===== src/rtl/z80_wait_gen_if.sv =====
// Z80 bus strobe bundle between the CPU core and the wait-state generator.
// The CPU side drives the strobes and slot number and receives WAIT back.
interface z80_wait_gen_if #(
  parameter int NUM_SLOTS = 4
) ();

  localparam int SLOT_W = (NUM_SLOTS > 1) ? $clog2(NUM_SLOTS) : 1;

  logic              m1;
  logic              mreq;
  logic              iorq;
  logic              rd;
  logic              wr;
  logic              rfsh;
  logic [SLOT_W-1:0] slot;
  logic              wait_n;

  modport master (
    output m1, mreq, iorq, rd, wr, rfsh, slot,
    input  wait_n
  );

  modport slave (
    input  m1, mreq, iorq, rd, wr, rfsh, slot,
    output wait_n
  );

endinterface


===== src/rtl/z80_wait_gen.sv =====
// Z80 WAIT generator: inserts a programmable number of wait states per
// bus cycle type, adds per-slot memory waits, honours a device hold
// request and keeps a saturating count of waited CPU clock periods.
module z80_wait_gen #(
  parameter int M1_WAITS   = 1,
  parameter int MEM_WAITS  = 0,
  parameter int IO_WAITS   = 1,
  parameter int IACK_WAITS = 2,
  parameter int CNT_W      = 4,
  parameter int NUM_SLOTS  = 4
) (
  input  logic                              clk,
  input  logic                              reset_n,
  input  logic                              ce,
  input  logic                              enable,
  z80_wait_gen_if.slave                     bus,
  input  logic [NUM_SLOTS-1:0][CNT_W-1:0]   slot_waits,
  input  logic                              ext_wait,
  output logic                              busy,
  input  logic                              stat_clr,
  output logic [15:0]                       wait_total
);

  // Largest wait count the counter can hold; longer requests clip to this.
  localparam logic [CNT_W:0]   MAX_N   = {1'b0, {CNT_W{1'b1}}};
  localparam logic [CNT_W-1:0] CNT_ONE = {{(CNT_W-1){1'b0}}, 1'b1};

  function automatic logic [CNT_W:0] clip_waits(input int v);
    logic [31:0] vv;
    vv = v;
    if (v <= 0)
      return '0;
    else if (vv > 32'((1 << CNT_W) - 1))
      return MAX_N;
    else
      return vv[CNT_W:0];
  endfunction

  localparam logic [CNT_W:0] M1_N   = clip_waits(M1_WAITS);
  localparam logic [CNT_W:0] MEM_N  = clip_waits(MEM_WAITS);
  localparam logic [CNT_W:0] IO_N   = clip_waits(IO_WAITS);
  localparam logic [CNT_W:0] IACK_N = clip_waits(IACK_WAITS);

  typedef enum logic [1:0] {
    IDLE  = 2'd0,
    COUNT = 2'd1,
    HOLD  = 2'd2,
    DONE  = 2'd3
  } state_t;

  state_t           state;
  logic [CNT_W-1:0] cnt;
  logic             wait_q;
  logic             prev_active;

  logic             cycle_active;
  logic             start;
  logic [CNT_W:0]   base;
  logic [CNT_W:0]   extra;
  logic [CNT_W:0]   sum;
  logic [CNT_W-1:0] n_waits;

  // Direction strobes are not needed to pick the wait count.
  logic unused_strobes;
  assign unused_strobes = bus.rd | bus.wr;

  // Refresh cycles look like memory requests but must never be waited.
  assign cycle_active = (bus.mreq | bus.iorq) & ~bus.rfsh;
  assign start        = ce & cycle_active & ~prev_active;
  assign bus.wait_n   = wait_q;

  // Wait count for the cycle being started: type base plus slot extra for memory, clipped.
  always_comb begin
    base  = MEM_N;
    extra = '0;
    if (bus.m1 && bus.mreq)
      base = M1_N;
    else if (bus.m1 && bus.iorq)
      base = IACK_N;
    else if (bus.mreq)
      base = MEM_N;
    else if (bus.iorq)
      base = IO_N;
    if (bus.mreq)
      extra = {1'b0, slot_waits[bus.slot]};
    sum = base + extra;
    if (sum > MAX_N)
      n_waits = MAX_N[CNT_W-1:0];
    else
      n_waits = sum[CNT_W-1:0];
  end

  // Wait FSM; prev_active resets high so a cycle already in progress at reset release is ignored.
  always_ff @(posedge clk or negedge reset_n) begin
    if (!reset_n) begin
      state       <= IDLE;
      cnt         <= '0;
      wait_q      <= 1'b1;
      busy        <= 1'b0;
      prev_active <= 1'b1;
    end else begin
      if (ce)
        prev_active <= cycle_active;
      if (!enable) begin
        state  <= IDLE;
        cnt    <= '0;
        wait_q <= 1'b1;
        busy   <= 1'b0;
      end else begin
        case (state)
          IDLE: begin
            if (start) begin
              if (n_waits != '0) begin
                state  <= COUNT;
                cnt    <= n_waits;
                wait_q <= 1'b0;
                busy   <= 1'b1;
              end else if (ext_wait) begin
                state  <= HOLD;
                wait_q <= 1'b0;
                busy   <= 1'b1;
              end else begin
                state  <= DONE;
              end
            end
          end
          COUNT: begin
            if (!cycle_active) begin
              state  <= IDLE;
              cnt    <= '0;
              wait_q <= 1'b1;
              busy   <= 1'b0;
            end else if (ce) begin
              cnt <= cnt - CNT_ONE;
              if (cnt == CNT_ONE) begin
                if (ext_wait) begin
                  state <= HOLD;
                end else begin
                  state  <= DONE;
                  wait_q <= 1'b1;
                  busy   <= 1'b0;
                end
              end
            end
          end
          HOLD: begin
            if (!cycle_active) begin
              state  <= IDLE;
              cnt    <= '0;
              wait_q <= 1'b1;
              busy   <= 1'b0;
            end else if (ce && !ext_wait) begin
              state  <= DONE;
              wait_q <= 1'b1;
              busy   <= 1'b0;
            end
          end
          DONE: begin
            wait_q <= 1'b1;
            busy   <= 1'b0;
            if (ce && !cycle_active)
              state <= IDLE;
          end
          default: begin
            state  <= IDLE;
            cnt    <= '0;
            wait_q <= 1'b1;
            busy   <= 1'b0;
          end
        endcase
      end
    end
  end

  // Saturating count of CPU clock periods spent waiting; clear takes priority.
  always_ff @(posedge clk or negedge reset_n) begin
    if (!reset_n)
      wait_total <= 16'h0000;
    else if (stat_clr)
      wait_total <= 16'h0000;
    else if (ce && !wait_q && (wait_total != 16'hFFFF))
      wait_total <= wait_total + 16'd1;
  end

endmodule


===== src/flat_wrapper.sv =====
// flat-port wrapper written by rule: the top's interface ports become plain ports
module z80_wait_gen_flat 
#(
  parameter int M1_WAITS   = 1,
  parameter int MEM_WAITS  = 0,
  parameter int IO_WAITS   = 1,
  parameter int IACK_WAITS = 2,
  parameter int CNT_W      = 4,
  parameter int NUM_SLOTS  = 4
)
  (clk, reset_n, ce, enable, slot_waits, ext_wait, busy, stat_clr, wait_total, bus_m1, bus_mreq, bus_iorq, bus_rd, bus_wr, bus_rfsh, bus_slot, bus_wait_n);
  z80_wait_gen_if #(.NUM_SLOTS(NUM_SLOTS)) bus_i ();
  input  logic clk;
  input  logic reset_n;
  input  logic ce;
  input  logic enable;
  input  logic [NUM_SLOTS-1:0][CNT_W-1:0] slot_waits;
  input  logic ext_wait;
  output logic busy;
  input  logic stat_clr;
  output logic [15:0] wait_total;
  input wire logic [$bits(bus_i.m1)-1:0] bus_m1;
  input wire logic [$bits(bus_i.mreq)-1:0] bus_mreq;
  input wire logic [$bits(bus_i.iorq)-1:0] bus_iorq;
  input wire logic [$bits(bus_i.rd)-1:0] bus_rd;
  input wire logic [$bits(bus_i.wr)-1:0] bus_wr;
  input wire logic [$bits(bus_i.rfsh)-1:0] bus_rfsh;
  input wire logic [$bits(bus_i.slot)-1:0] bus_slot;
  output wire logic [$bits(bus_i.wait_n)-1:0] bus_wait_n;
  assign bus_i.m1 = bus_m1;
  assign bus_i.mreq = bus_mreq;
  assign bus_i.iorq = bus_iorq;
  assign bus_i.rd = bus_rd;
  assign bus_i.wr = bus_wr;
  assign bus_i.rfsh = bus_rfsh;
  assign bus_i.slot = bus_slot;
  assign bus_wait_n = bus_i.wait_n;
  z80_wait_gen #(.M1_WAITS(M1_WAITS), .MEM_WAITS(MEM_WAITS), .IO_WAITS(IO_WAITS), .IACK_WAITS(IACK_WAITS), .CNT_W(CNT_W), .NUM_SLOTS(NUM_SLOTS)) u_core (.clk(clk), .reset_n(reset_n), .ce(ce), .enable(enable), .bus(bus_i), .slot_waits(slot_waits), .ext_wait(ext_wait), .busy(busy), .stat_clr(stat_clr), .wait_total(wait_total));
endmodule

===== config.mk =====
export PLATFORM = sky130hd
export DESIGN_NAME = z80_wait_gen_flat
export DESIGN_NICKNAME = d
export VERILOG_FILES = /design/src/rtl/z80_wait_gen_if.sv /design/src/rtl/z80_wait_gen.sv /design/src/flat_wrapper.sv
export SDC_FILE = /design/constraint.sdc
export NUM_CORES = 1
export LEC_CHECK = 0
export ABC_AREA = 1
export CAP_MARGIN = 20
export CORE_MARGIN = 5
export CORE_UTILIZATION = 40
export CTS_BUF_LIST = sky130_fd_sc_hd__clkbuf_8
export CTS_CLUSTER_DIAMETER = 50
export DETAILED_ROUTE_END_ITERATION = 6
export HOLD_SLACK_MARGIN = 0.05
export MAX_ROUTING_LAYER = met4
export PLACE_DENSITY = 0.66
export SLEW_MARGIN = 20
export SYNTH_ARGS = -nofsm -noshare
export SYNTH_HDL_FRONTEND = slang
export SYNTH_SLANG_ARGS = --single-unit

===== constraint.sdc =====
create_clock -name clk -period 2 [get_ports clk]
set_input_delay 0.3 -clock clk [delete_from_list [all_inputs] [get_ports clk]]
set_output_delay 0.3 -clock clk [all_outputs]
set_load 0.03 [all_outputs]

Yosys cells after proc, flatten, opt, wreduce, memory -nomap -nowiden
Index checks and enable logic that the tools add are counted.
- bitwise gates (word level): 6
- equal/unequal tests: 15
- order comparisons: 2
- reductions and logical operators: 15
- multiplexer cells: 50
- $add $sub $neg: 3
- operators with widths (cell ; count):
    $mux W4 ; 9
    $mux W16 ; 2
    $mux W1 ; 22
    $mux W2 ; 9
    $add A16 B1 Y16 const B ; 1
    $ne A16 B16 Y1 const B ; 1
    $ne A4 B4 Y1 const B ; 4
    $mux W5 ; 3
    $pmux W4 S3 ; 1
    $reduce_and A5 Y1 ; 2
    $ne A3 B2 Y1 const B ; 3
    $bmux W4 S2 ; 1
    $pmux W1 S4 ; 2
    $pmux W2 S4 ; 1
    $logic_and A1 B1 Y1 ; 6
    $reduce_and A6 Y1 ; 1
    $add A5 B4 Y5 ; 1
    $gt A5 B4 Y1 const B ; 1
    $eq A2 B2 Y1 const B ; 2
    $eq A4 B1 Y1 const B ; 1
    $ne A4 B1 Y1 const B ; 1
    $ne A4 B3 Y1 const B ; 1
    $reduce_bool A4 Y1 ; 1
    $sub A4 B1 Y4 const B ; 1
    9 further kinds ; 14
- output and inout bits: 18
- bits in registers: 25
- input bits: 30
- word-level logic and storage cells: 97

Longest topological paths before layout
Gate-level depths: netlist of run 1.
- word-level depth: 12
- gate-level depth with buffers: 17
- gate-level depth less buffers: 16

Least setup slack after synthesis of run 1
No wires, ideal clock.
- kind: input port to flip-flop
- start: input port bus_slot[0]
- end: register u_core.cnt[0]
- setup time: 0.074 ns
- data required time: 1.926 ns
- setup slack: -0.142 ns
- arrival time: 2.068 ns
- stages: 17
- cells stage by stage: buf_6 > nor2_1 > nor2_1 > o21ai_0 > a21oi_1 > ha_1 > inv_1 > fa_1 > inv_1 > nand4_2 > nand2_2 > nand2_2 > nor2_4 > nand3_4 > nand2_4 > nand2_1 > o21ai_2
- cells in the longest elaborated chain, start to end: 10
- elaborated cells between the ends (all ways): 13
- those cells by class: 1 x add/sub; 1 x order compare; 1 x eq/ne; 8 x mux; 2 x reduce/logical
- ends and longest elaborated chain (item ; line ; text):
    start: declaration ; flat_wrapper.sv:28 ; input wire logic [$bits(bus_i.slot)-1:0] bus_slot;
    $bmux W4 S2 * ; z80_wait_gen.sv:85 ; extra = {1'b0, slot_waits[bus.slot]};
    $mux W4 (not written as such) * ; z80_wait_gen.sv:85 ;
    $mux W4 * ; z80_wait_gen.sv:84 ; if (bus.mreq)
    $add A5 B4 Y5 * ; z80_wait_gen.sv:86 ; sum = base + extra;
    $gt A5 B4 Y1 ; z80_wait_gen.sv:87 ; if (sum > MAX_N)
    $mux W4 * ; z80_wait_gen.sv:87 ;
    $mux W4 ; z80_wait_gen.sv:113 ; if (n_waits != '0) begin
    $mux W4 ; z80_wait_gen.sv:112 ; if (start) begin
    $pmux W4 S3 ; z80_wait_gen.sv:110 ; case (state)
    $mux W4 ; z80_wait_gen.sv:104 ; if (!enable) begin
    end signal: assignment ; z80_wait_gen.sv:115 ; cnt <= n_waits;
    end signal: assignment ; z80_wait_gen.sv:134 ; cnt <= cnt - CNT_ONE;
    end: declaration ; z80_wait_gen.sv:52 ; logic [CNT_W-1:0] cnt;
Mark *: on every way between the ends. The rest lies on a longest branch, timed or not. The select of a mux whose other input is x is not followed.
A chain may end at the register's enable or synchronous reset.

Final worst setup path of run 1
Ends and elaborated chain as after synthesis.

==> summary.md, run 1 <==
| Metric | Value |
|---|---|
| Register clock-pin slew on the reported worst setup and hold paths | `roughly 100 ps` |
| Chip width | `82.1 um` |
| CTS hold repair buffers | `0` |
| CP Max Fanout | `7` |
| PwrDens | `approximately 690 nW/um2` |
| Worst-margin pin slew | `~400 ps` |
| Biggest area consumer among synthesized cells | `dfrtp_1` |
| Kind of critical path | `in2reg` |
| Post-synth EDFFs | `0` |
| Residual DRC | `0` |
| Area contributors post-synth | `dfrtp_1, nand2_1, inv_1` |
| RSZ-0062 raised after global routing | `true` |
| Dpl hpwl | `around 4000 um` |
| Maximum clock path buffer count | `2` |
| Core ar. | `between 5000 and 6000 um2` |
| CP startpoint kind | `input port` |
| Lkg Pwr | `between 1 and 1.5 nW` |
| Worst-skew pair later-pin latency | `between 200 and 300 ps` |
| Initial Utilization | `0.410` |
| Hold WC Path Type | `in2async` |
| Slew headroom | `0.736` |
| Wire per inst | `between 10 and 15 um` |
| Total Routing Usage GR | `0.162` |
| Post-layout min period | `2020 ps` |
| Synthesized net count | `around 320` |
| Die Height | `slightly above 80 um` |
| Final WL | `about 5000 um` |
| Fill count | `roughly 480` |
| Share of cells above drive strength 1 | `0.312` |
| Commonest non-fill, non-tap cell in the layout | `nand2_1` |
| Iter 0 DRT Violations | `54` |
| H-tree Lvls | `1` |
| Final GP Congestion | `around 0.86` |
| Seq. cell area | `around 630 um2` |
| Max Cap Viol | `0` |
| Core Rows | `26` |
| CTS tree | `built` |
| Vias | `1999` |
| Max IR drop VDD | `between 0.5 and 0.6 mV` |
| Synth cell types | `45` |
| Final setup violation count | `4` |
| CTS Sinks | `25` |
| Pre-Repair DR Iteration Count | `4` |
| Post-synth ARST share | `1.00` |
| Max Slew Vio Count | `0` |
| Synth Flop Type | `dfrtp_1` |
| Fin. Hold Viols | `0` |
| Total CTS buffers | `3` |
| DR vias/cell | `~4.8` |
| Port Buffers | `45` |
| Placed Area | `between 2000 and 3000 um2` |
| CP Data Arrival Time | `~2200 ps` |
| Avg Cell Area, Syn | `~7.6 um2` |
| Ports | `between 40 and 50` |
| Sequential fraction of the synthesis area | `0.302` |
| Final Instance Area | `2930 um2` |
| Syn Inst Count | `275` |
| Global route overflow | `0` |
| Failing checks | `negative setup slack` |
| Reg-to-Reg Start | `u_core.state[1]` |
| Worst Path Required | `between 2000 and 2500 ps` |
| Die area | `between 6000 and 7000 um2` |
| # diodes | `0` |
| CP startpoint | `bus_slot[0]` |
| Clock skew after layout | `11.9 ps` |
| Most frequent cells in the layout | `nand2_1, inv_1, clkdlybuf4s50_1` |
| Area Growth Syn to Fin | `41.0%` |
| Nets | `between 300 and 400` |
| Setup WS pre-CTS | `-791 ps` |
| Area share of the largest cell type after synthesis | `0.277` |
| Synthesis warning total | `0` |
| Clk root buf | `clkbuf_8` |
| Setup crit end kind | `register` |
| Post-synthesis instance area | `slightly above 2000 um2` |
| Outcome | `complete, but fails checks` |
| #FFs+latches synth | `25` |
| Multi-input gate area | `~1400 um2` |
| Period utilization | `1.01` |
| Max Freq | `about 500 MHz` |
| First-pass GRT wire length | `8490 um` |
| Antenna-violating nets left | `0` |
| Vias in the first global route | `~1900` |
| Largest net degree at the start of global routing | `26` |
| Post-route worst setup slack | `-23.8 ps` |
| Antenna violations before repair | `0` |
-- per-stage QoR --
stage | util | hold WS [ps] | TNS [ps] | std cells | power [mW]
2_1_floorplan | - | 4.41 | -574 | 275 | 1.32
3_3_place_gp | 0.541 | 462 | -5670 | 405 | 1.61
3_5_place_dp | 0.541 | 457 | -6240 | 405 | 1.63
4_1_cts | 0.561 | 396 | 0 | 414 | 1.99
5_1_grt | 0.578 | 415 | -799 | 416 | 2.19
6_report | 0.578 | 382 | -49.4 | 416 | 2.02
-- synth_stat cells, types with 4 or more instances --
library cell	number
inv_1	41
nand3_1	18
a21oi_1	13
nand4_1	4
nor2_2	7
nand2_1	54
ha_1	10
nand2_2	9
o21ai_0	12
dfrtp_1	23
nor2_1	24
nand3_2	7
-- kinds of logic (layout without fill, tap and decap cells) --
group | Yosys count | in the layout | share of synthesized area
adders and majority gates | 11 | 11 | 0.0698
xor gates and xnor gates | 4 | 4 | 0.0169
DFF | 25 | 25 | 0.302
AOI/OAI and AO/OA | 46 | 46 | 0.144
and+or+nand+nor | 141 | 141 | 0.372
buffers and inverters | 48 | 119 | 0.0951
-- report_power, final --
group / leakage, nW / switching [mW] / internal (mW) / total [mW]
logic: 0.959 / 0.617 / 0.408 / 1.03
registers: 0.335 / 0.0854 / 0.595 / 0.680
clock network: 0.0217 / 0.170 / 0.141 / 0.311
-- routing by layer --
metal  wire (um)  vias up  share of wire  GRT usage
met5           0        -              0          -
met2        2420       30           0.48      0.263
met3         140        2          0.028     0.0228
met4          27        0         0.0054     0.0199
met1        2410      926           0.48      0.221
li1            -     1041              -          -
-- flip-flops by register name, summed over array words and instances (netlist names) --
register and cells:
u_core.bus.wait_n 1, u_core.busy 1, u_core.cnt 4, u_core.prev_active 1, u_core.state 2, u_core.wait_total 16
-- critical path, stage by stage --
cell,delay (ps)
buf_8,110
buf_6,120
inv_8,60
o21ai_4,50
a21oi_2,130
ha_2,190
inv_2,40
fa_2,360
inv_2,80
nand4_2,70
nand2_2,90
nand2_2,70
nor2_4,190
nand3_4,130
nand2_8,140
nand2_2,60
o21ai_2,50
-- layout make-up --
type                            instances  share of cell area
Clock buffer                            3              0.0141
Clock inverter                          1             0.00256
Inverter                               44              0.0598
Multi-Input combinational cell        202               0.464
Sequential cell                        25               0.214
Tap cell                               70              0.0299
Timing Repair Buffer                   71               0.216
-- timing repair --
| item | 4_1_cts | 5_1_grt |
|---|---|---|
| cloned | 0 | 0 |
| pin swaps | 20 | 20 |
| gates resized for setup | 35 | 26 |
| endpoints found under the setup margin | 8 | 8 |
| buffers inserted | 5 | 2 |
-- worst paths after layout --
path                                endpoint  slack, ps  depth (start not counted)
max                            u_core.cnt[0]        -20                         17
min in group clk           u_core.bus.wait_n        480                          2
max reg2reg                    u_core.cnt[0]        120                          8
min                            u_core.cnt[2]        380                          2
max in group asynchronous  u_core.bus.wait_n       1300                          2
min reg2reg                u_core.bus.wait_n        480                          2
Note: power is estimated with default switching activity, not from simulation.
==> inputs of run 2 (changes only) <==
PLACE_DENSITY = 0.69   (was 0.66)
clock period = 1.83 ns   (was 2 ns; I/O delays follow)
==> summary.md, run 2 (synthesis gave the netlist of run 1 again) <==
| Metric | Value |
|---|---|
| Sequential Power Share | `0.333 (-0.004)` |
| Slew headroom | `0.748 (+0.0116)` |
| Switching Fraction | `0.415 (-0.0174)` |
| Switch Pwr | `0.912 mW (+4.5%)` |
| Core Rows | `26 (unchanged)` |
| CP Max Fanout | `7 (unchanged)` |
| Core ar. | `5070 um2 (unchanged)` |
| Clk root buf | `clkbuf_8` |
| Outcome | `complete, but fails checks` |
| Area Growth Syn to Fin | `42.0%` |
| Antenna-violating nets left | `0 (unchanged)` |
| Vias | `2045 (+2.3%)` |
| Residual DRC | `0 (unchanged)` |
| Reg-to-Reg Start | `u_core.state[0]` |
| Post-layout min period | `approximately 1900 ps` |
| Initial Utilization | `0.410 (unchanged)` |
| Worst R2R Path Depth | `8 (unchanged)` |
| Period utilization | `1.04` |
| Pre-Repair DR Iteration Count | `4 (unchanged)` |
| Worst-skew pair later-pin latency | `270 ps (about the same)` |
| Die area | `6740 um2 (unchanged)` |
| Clock power frac | `0.151 (-0.003)` |
| Total CTS buffers | `3 (unchanged)` |
| DR vias/cell | `4.85 (+0.85%)` |
| PwrDens | `744 nW/um2 (+8.1%)` |
| Port Buffers | `45 (unchanged)` |
| Iter 0 DRT Violations | `72 (+33%)` |
| Setup crit end kind | `register` |
| Largest net degree at the start of global routing | `26 (unchanged)` |
| CTS tree | `built` |
| Global route overflow | `0 (unchanged)` |
| Placed cell count | `412 (+1.7%)` |
| Reg2reg end | `u_core.cnt[1]` |
| Chip width | `82.1 um (unchanged)` |
| CP Data Arrival Time | `2110 ps (-130 ps)` |
| Placed Area | `2800 um2 (+1.9%)` |
| Setup WS pre-CTS | `-902 ps (-111 ps)` |
| CTS Sinks | `25 (unchanged)` |
| Commonest non-fill, non-tap cell in the layout | `nand2_1` |
| Max IR drop VDD | `0.444 mV (-21%)` |
| First-pass GRT wire length | `8420 um (-0.74%)` |
| Share of cells above drive strength 1 | `0.315 (+0.00320)` |
| Total Routing Usage GR | `0.161 (-0.00105)` |
| Final WL | `5000 um (+0.20%)` |
| Max Freq | `527 MHz` |
| Register clock-pin slew on the reported worst setup and hold paths | `90 ps (about the same)` |
| Die Height | `82.1 um (unchanged)` |
| Max Cap Viol | `0 (unchanged)` |
| Hold Slack | `365 ps (-17.0 ps)` |
| H-tree Lvls | `1 (unchanged)` |
| Reg2Reg Setup Slack | `70 ps (-50 ps)` |
| Max Slew Vio Count | `0 (unchanged)` |
| Clock skew after layout | `8.95 ps (-2.95 ps)` |
| Multi-input gate area | `1350 um2 (-1.0%)` |
| Dpl hpwl | `4090 um (+2.7%)` |
| Post-route worst setup slack | `-66.7 ps (-43.0 ps)` |
| Top flop regs | `u_core.wait_total x16, u_core.cnt x4, u_core.state x2` |
| Ports | `48 (unchanged)` |
| Vias in the first global route | `2005 (+3.9%)` |
| CP startpoint kind | `input port` |
| Antenna violations before repair | `0 (unchanged)` |
| Wire per inst | `11.9 um (-1.2%)` |
| RSZ-0062 raised after global routing | `true` |
| Lkg Pwr | `1.35 nW (+2.2%)` |
| Combinational share of power | `0.516 (+0.008)` |
| Worst-margin pin slew | `378 ps (-17.4 ps)` |
| Post-Layout Cell Count | `422 (+1.4%)` |
| Final setup violation count | `8 (+4)` |
| Final Instance Area | `2950 um2 (+0.73%)` |
| Nets | `394 (+1.5%)` |
| Worst Path Required | `2040 ps (-170 ps)` |
| Final GP Congestion | `0.843 (-2.4%)` |
| Fin. Hold Viols | `0 (unchanged)` |
| Fill count | `500 (+3.3%)` |
| Kind of critical path | `in2reg` |
| Maximum clock path buffer count | `2 (unchanged)` |
| Int Power | `1.28 mW (+12%)` |
| Top reg by flops | `u_core.wait_total` |
| Fin util | `0.582 (+0.00419)` |
| # diodes | `0 (unchanged)` |
| Most frequent cells in the layout | `nand2_1, inv_1, clkdlybuf4s50_1, buf_4, dfrtp_1` |
| Max reg flops | `16 (unchanged)` |
| Seq. cell area | `629 um2 (+0.20%)` |
| Hold WC Path Type | `in2async` |
| Failing checks | `negative setup slack` |
run 2: changes by cell type in the layout (fill, tap and decap cells not counted), sizes merged:
cell | previous run | this run
clkbuf | 5 | 3
clkinvlp | 1 | 0
clkdlybuf4s15 | 2 | 3
buf | 29 | 37
inv | 44 | 45
dlygate4sd2 | 6 | 5
run 2: worst max path at each step:
stage,from,endpoint
after CTS,bus_slot[0],u_core.cnt[1]
after global placement,bus_slot[0],u_core.cnt[0]
final,bus_slot[0],u_core.cnt[1]
after detailed placement,bus_slot[0],u_core.cnt[1]
after floorplan,bus_slot[0],u_core.cnt[0]
after global routing,bus_slot[0],u_core.cnt[1]
run 2: stage by stage:
| stage | power (mW) | TNS, ps |
|---|---|---|
| final | 2.20 | -315 |
| after global routing | 2.38 | -1240 |
| after CTS | 2.17 | -333 |
| after detailed placement | 1.81 | -7160 |
| after global placement | 1.79 | -6780 |
| after floorplan | 1.45 | -1730 |
run 2: timing repair:
item | in CTS | in global routing
hold buffers | 0 | 0
setup endpoints to repair | 8 | 14
pin swaps | 22 | 4
gates resized for setup | 46 | 12
setup buffers | 3 | 3
run 2: power by group through the flow:
stage | clock network, mW | registers (mW) | logic (mW)
floorplan | 0 | 0.796 | 0.652
global placement | 0 | 0.742 | 1.05
detailed placement | 0 | 0.747 | 1.06
CTS | 0.342 | 0.738 | 1.09
global route | 0.365 | 0.743 | 1.27
finish | 0.331 | 0.732 | 1.13
run 2: worst max-delay path, stage by stage:
cell	delay, ps
buf_8	110
buf_6	110
inv_6	60
o21ai_2	50
a21oi_2	140
ha_2	190
inv_2	40
fa_2	340
inv_2	80
nand4_2	70
nand2_2	80
nand2_2	60
nor2_4	150
nand3_4	130
nand2_8	110
nand2_2	60
o21ai_2	50
run 2: area by class of cell:
type | instances | area share
clock inverter | 1 | 0.00127
sequential | 25 | 0.213
timing repair buffer | 77 | 0.229
multi-input combinational | 202 | 0.456
clock buffer | 3 | 0.0140
tap | 70 | 0.0297
inverter | 44 | 0.0576
run 2: metal layers:
metal,part of all wire,GRT usage
met5,0,-
met4,0.015,0.0449
met1,0.44,0.190
met3,0.035,0.0184
met2,0.51,0.288
==> inputs of run 3 (changes only) <==
CORE_UTILIZATION = 52   (was 40)
PLACE_DENSITY = 0.83   (was 0.69)
clock period = 2.15 ns   (was 1.83 ns; I/O delays follow)
==> summary.md, run 3 (synthesis gave the netlist of run 1 again) <==
| Metric | Value |
|---|---|
| H-tree Lvls | `1 (unchanged)` |
| Chip width | `73.2 um (-11%)` |
| Commonest non-fill, non-tap cell in the layout | `nand2_1` |
| Max IR drop VDD | `0.301 mV (-32%)` |
| Max Slew Vio Count | `0 (unchanged)` |
| DR vias/cell | `5.29 (+9.2%)` |
| Placed Area | `2680 um2 (-4.2%)` |
| Vias | `2064 (+0.93%)` |
| Clock power frac | `0.153 (+0.002)` |
| Fin. Hold Viols | `0 (unchanged)` |
| Max reg flops | `16 (unchanged)` |
| Post-layout min period | `~2000 ps` |
| Fin util | `0.717 (+0.135)` |
| Total CTS buffers | `3 (unchanged)` |
| Setup crit end kind | `register` |
| Setup WS pre-CTS | `-653 ps (+249 ps)` |
| Outcome | `complete, no violations` |
| Pre-Repair DR Iteration Count | `4 (unchanged)` |
| Critical path's slowest cell | `fa_2` |
| Switch Pwr | `0.789 mW (-13%)` |
| Antenna-violating nets left | `0 (unchanged)` |
| Final WL | `4890 um (-2.2%)` |
| Area Growth Syn to Fin | `36.0%` |
| PwrDens | `651 nW/um2 (-12%)` |
| Post-route worst setup slack | `107 ps (+174 ps)` |
| Hold Slack | `420 ps (+55.0 ps)` |
| Top reg by flops | `u_core.wait_total` |
| Final setup violation count | `0 (-8)` |
| Switching Fraction | `0.429 (+0.0135)` |
| Wire per inst | `12.5 um (+5.8%)` |
| CTS tree | `built` |
| Antenna violations before repair | `0 (unchanged)` |
| CP startpoint kind | `input port` |
| Maximum clock path buffer count | `2 (unchanged)` |
| Core Rows | `23 (-12%)` |
| Sequential Power Share | `0.345 (+0.012)` |
| Clk root buf | `clkbuf_8` |
| Most frequent cells in the layout | `nand2_1, inv_1, clkdlybuf4s50_1` |
| Max Cap Viol | `0 (unchanged)` |
| Worst-margin pin slew | `374 ps (-3.71 ps)` |
| Worst path top cell family by delay | `simple AND/OR/NAND/NOR gates` |
| First-pass GRT wire length | `8170 um (-3.0%)` |
| Worst-skew pair later-pin latency | `270 ps (about the same)` |
| Core ar. | `3940 um2 (-22%)` |
| Residual DRC | `0 (unchanged)` |
| Dpl hpwl | `3800 um (-7.2%)` |
| Iter 0 DRT Violations | `100 (+39%)` |
| Top flop regs | `u_core.wait_total x16, u_core.cnt x4, u_core.state x2` |
| Slew headroom | `0.751 (+0.00247)` |
| CP Data Arrival Time | `2240 ps (+130 ps)` |
| Number of buffers and inverters on the critical path | `5 (unchanged)` |
| Total Routing Usage GR | `0.194 (+0.0335)` |
| Port Buffers | `45 (unchanged)` |
| Lkg Pwr | `1.31 nW (-2.7%)` |
| Kind of critical path | `in2reg` |
| CP Max Fanout | `7 (unchanged)` |
| Register clock-pin slew on the reported worst setup and hold paths | `90 ps (about the same)` |
| Nets | `382 (-3.0%)` |
| Vias in the first global route | `2010 (+0.25%)` |
| # diodes | `0 (unchanged)` |
| Die area | `5360 um2 (-20%)` |
| Worst Path Required | `2350 ps (+310 ps)` |
| Largest net degree at the start of global routing | `26 (unchanged)` |
| Fill count | `327 (-35%)` |
| CTS Sinks | `25 (unchanged)` |
| Period utilization | `0.950` |
| Int Power | `1.05 mW (-18%)` |
| Global route overflow | `0 (unchanged)` |
| Max Freq | `490 MHz` |
| Share of cells above drive strength 1 | `0.288 (-0.0271)` |
| Crit path cell chain | `buf_6 -> buf_6 -> inv_6 -> o21ai_2 -> a21oi_2 -> ha_2 -> inv_2 -> fa_2 -> inv_2 -> nand4_4 -> nand2_2 -> nand2_2 -> nor2_4 -> nand3_4 -> nand2_8 -> nand2_2 -> o21ai_2` |
| CTS hold repair buffers | `0 (unchanged)` |
| Ports | `48 (unchanged)` |
| Slowest stage delay, CP | `340 ps (about the same)` |
| Final GP Congestion | `0.910 (+8.0%)` |
| Hold WC Path Type | `in2async` |
| Clock skew after layout | `7.47 ps (-1.48 ps)` |
| Die Height | `73.2 um (-11%)` |
| Initial Utilization | `0.527 (+0.118)` |
| Combinational share of power | `0.501 (-0.015)` |
| Final Instance Area | `2830 um2 (-4.2%)` |
| CP dominant cell by count | `nand2_2` |
## run 3: cell types whose count changed in the layout (fill, tap and decap cells not counted), moves of 3 or more
cell	before	now
buf_4	32	20
clkbuf_2	0	3
clkdlybuf4s15_1	3	0
nor2_4	5	2
dlymetal6s2s_1	0	3
buf_2	3	0
## run 3: per-layer routing
metal | vias up | global-route usage | part of all wire
met5 | - | - | 0
met1 | 990 | 0.223 | 0.42
met3 | 4 | 0.0193 | 0.040
met4 | 0 | 0.0697 | 0.011
li1 | 1027 | - | -
met2 | 43 | 0.347 | 0.53
## run 3: power by group through the flow
stage          logic (mW)  clock network [mW]  registers, mW
2_1_floorplan       0.543                   0          0.674
3_3_place_gp        0.835                   0          0.630
3_5_place_dp        0.853                   0          0.629
4_1_cts             0.870               0.285          0.625
5_1_grt              1.03               0.303          0.644
6_report            0.923               0.282          0.636
## run 3: final timing paths
kind	startpoint	end	slack [ps]	cells past startpoint
hold reg to reg	u_core.prev_active	u_core.prev_active	480	2
min in group clk	u_core.prev_active	u_core.prev_active	480	2
setup reg to reg	u_core.wait_total[0]	u_core.wait_total[12]	280	11
setup / recovery	bus_slot[0]	u_core.cnt[0]	110	17
max in group asynchronous	reset_n	u_core.bus.wait_n	1440	2
hold / removal	reset_n	u_core.state[0]	420	2
## run 3: cell type report
class | count | area [um2] | area share
well taps | 50 | 62.6 | 0.0221
inverters | 44 | 170 | 0.0602
multi-input cells | 202 | 1330 | 0.471
repair buffers | 65 | 589 | 0.208
flip-flops and latches | 25 | 628 | 0.222
clock inverters | 1 | 5.00 | 0.00177
clock buffers | 3 | 41.3 | 0.0146
## run 3: metrics by stage
stage | total power [mW] | cells | TNS (ps)
2_1_floorplan | 1.22 | 275 | 0
3_3_place_gp | 1.46 | 381 | -4230
3_5_place_dp | 1.48 | 381 | -5040
4_1_cts | 1.78 | 387 | 0
5_1_grt | 1.97 | 390 | -147
6_report | 1.84 | 390 | 0
## run 3: repair_timing
item                                    4_1_cts  5_1_grt
pin swaps                                    17       12
endpoints found under the setup margin        8        8
resized for setup                            26       30
gates cloned                                  0        0
setup buffers                                 2        3
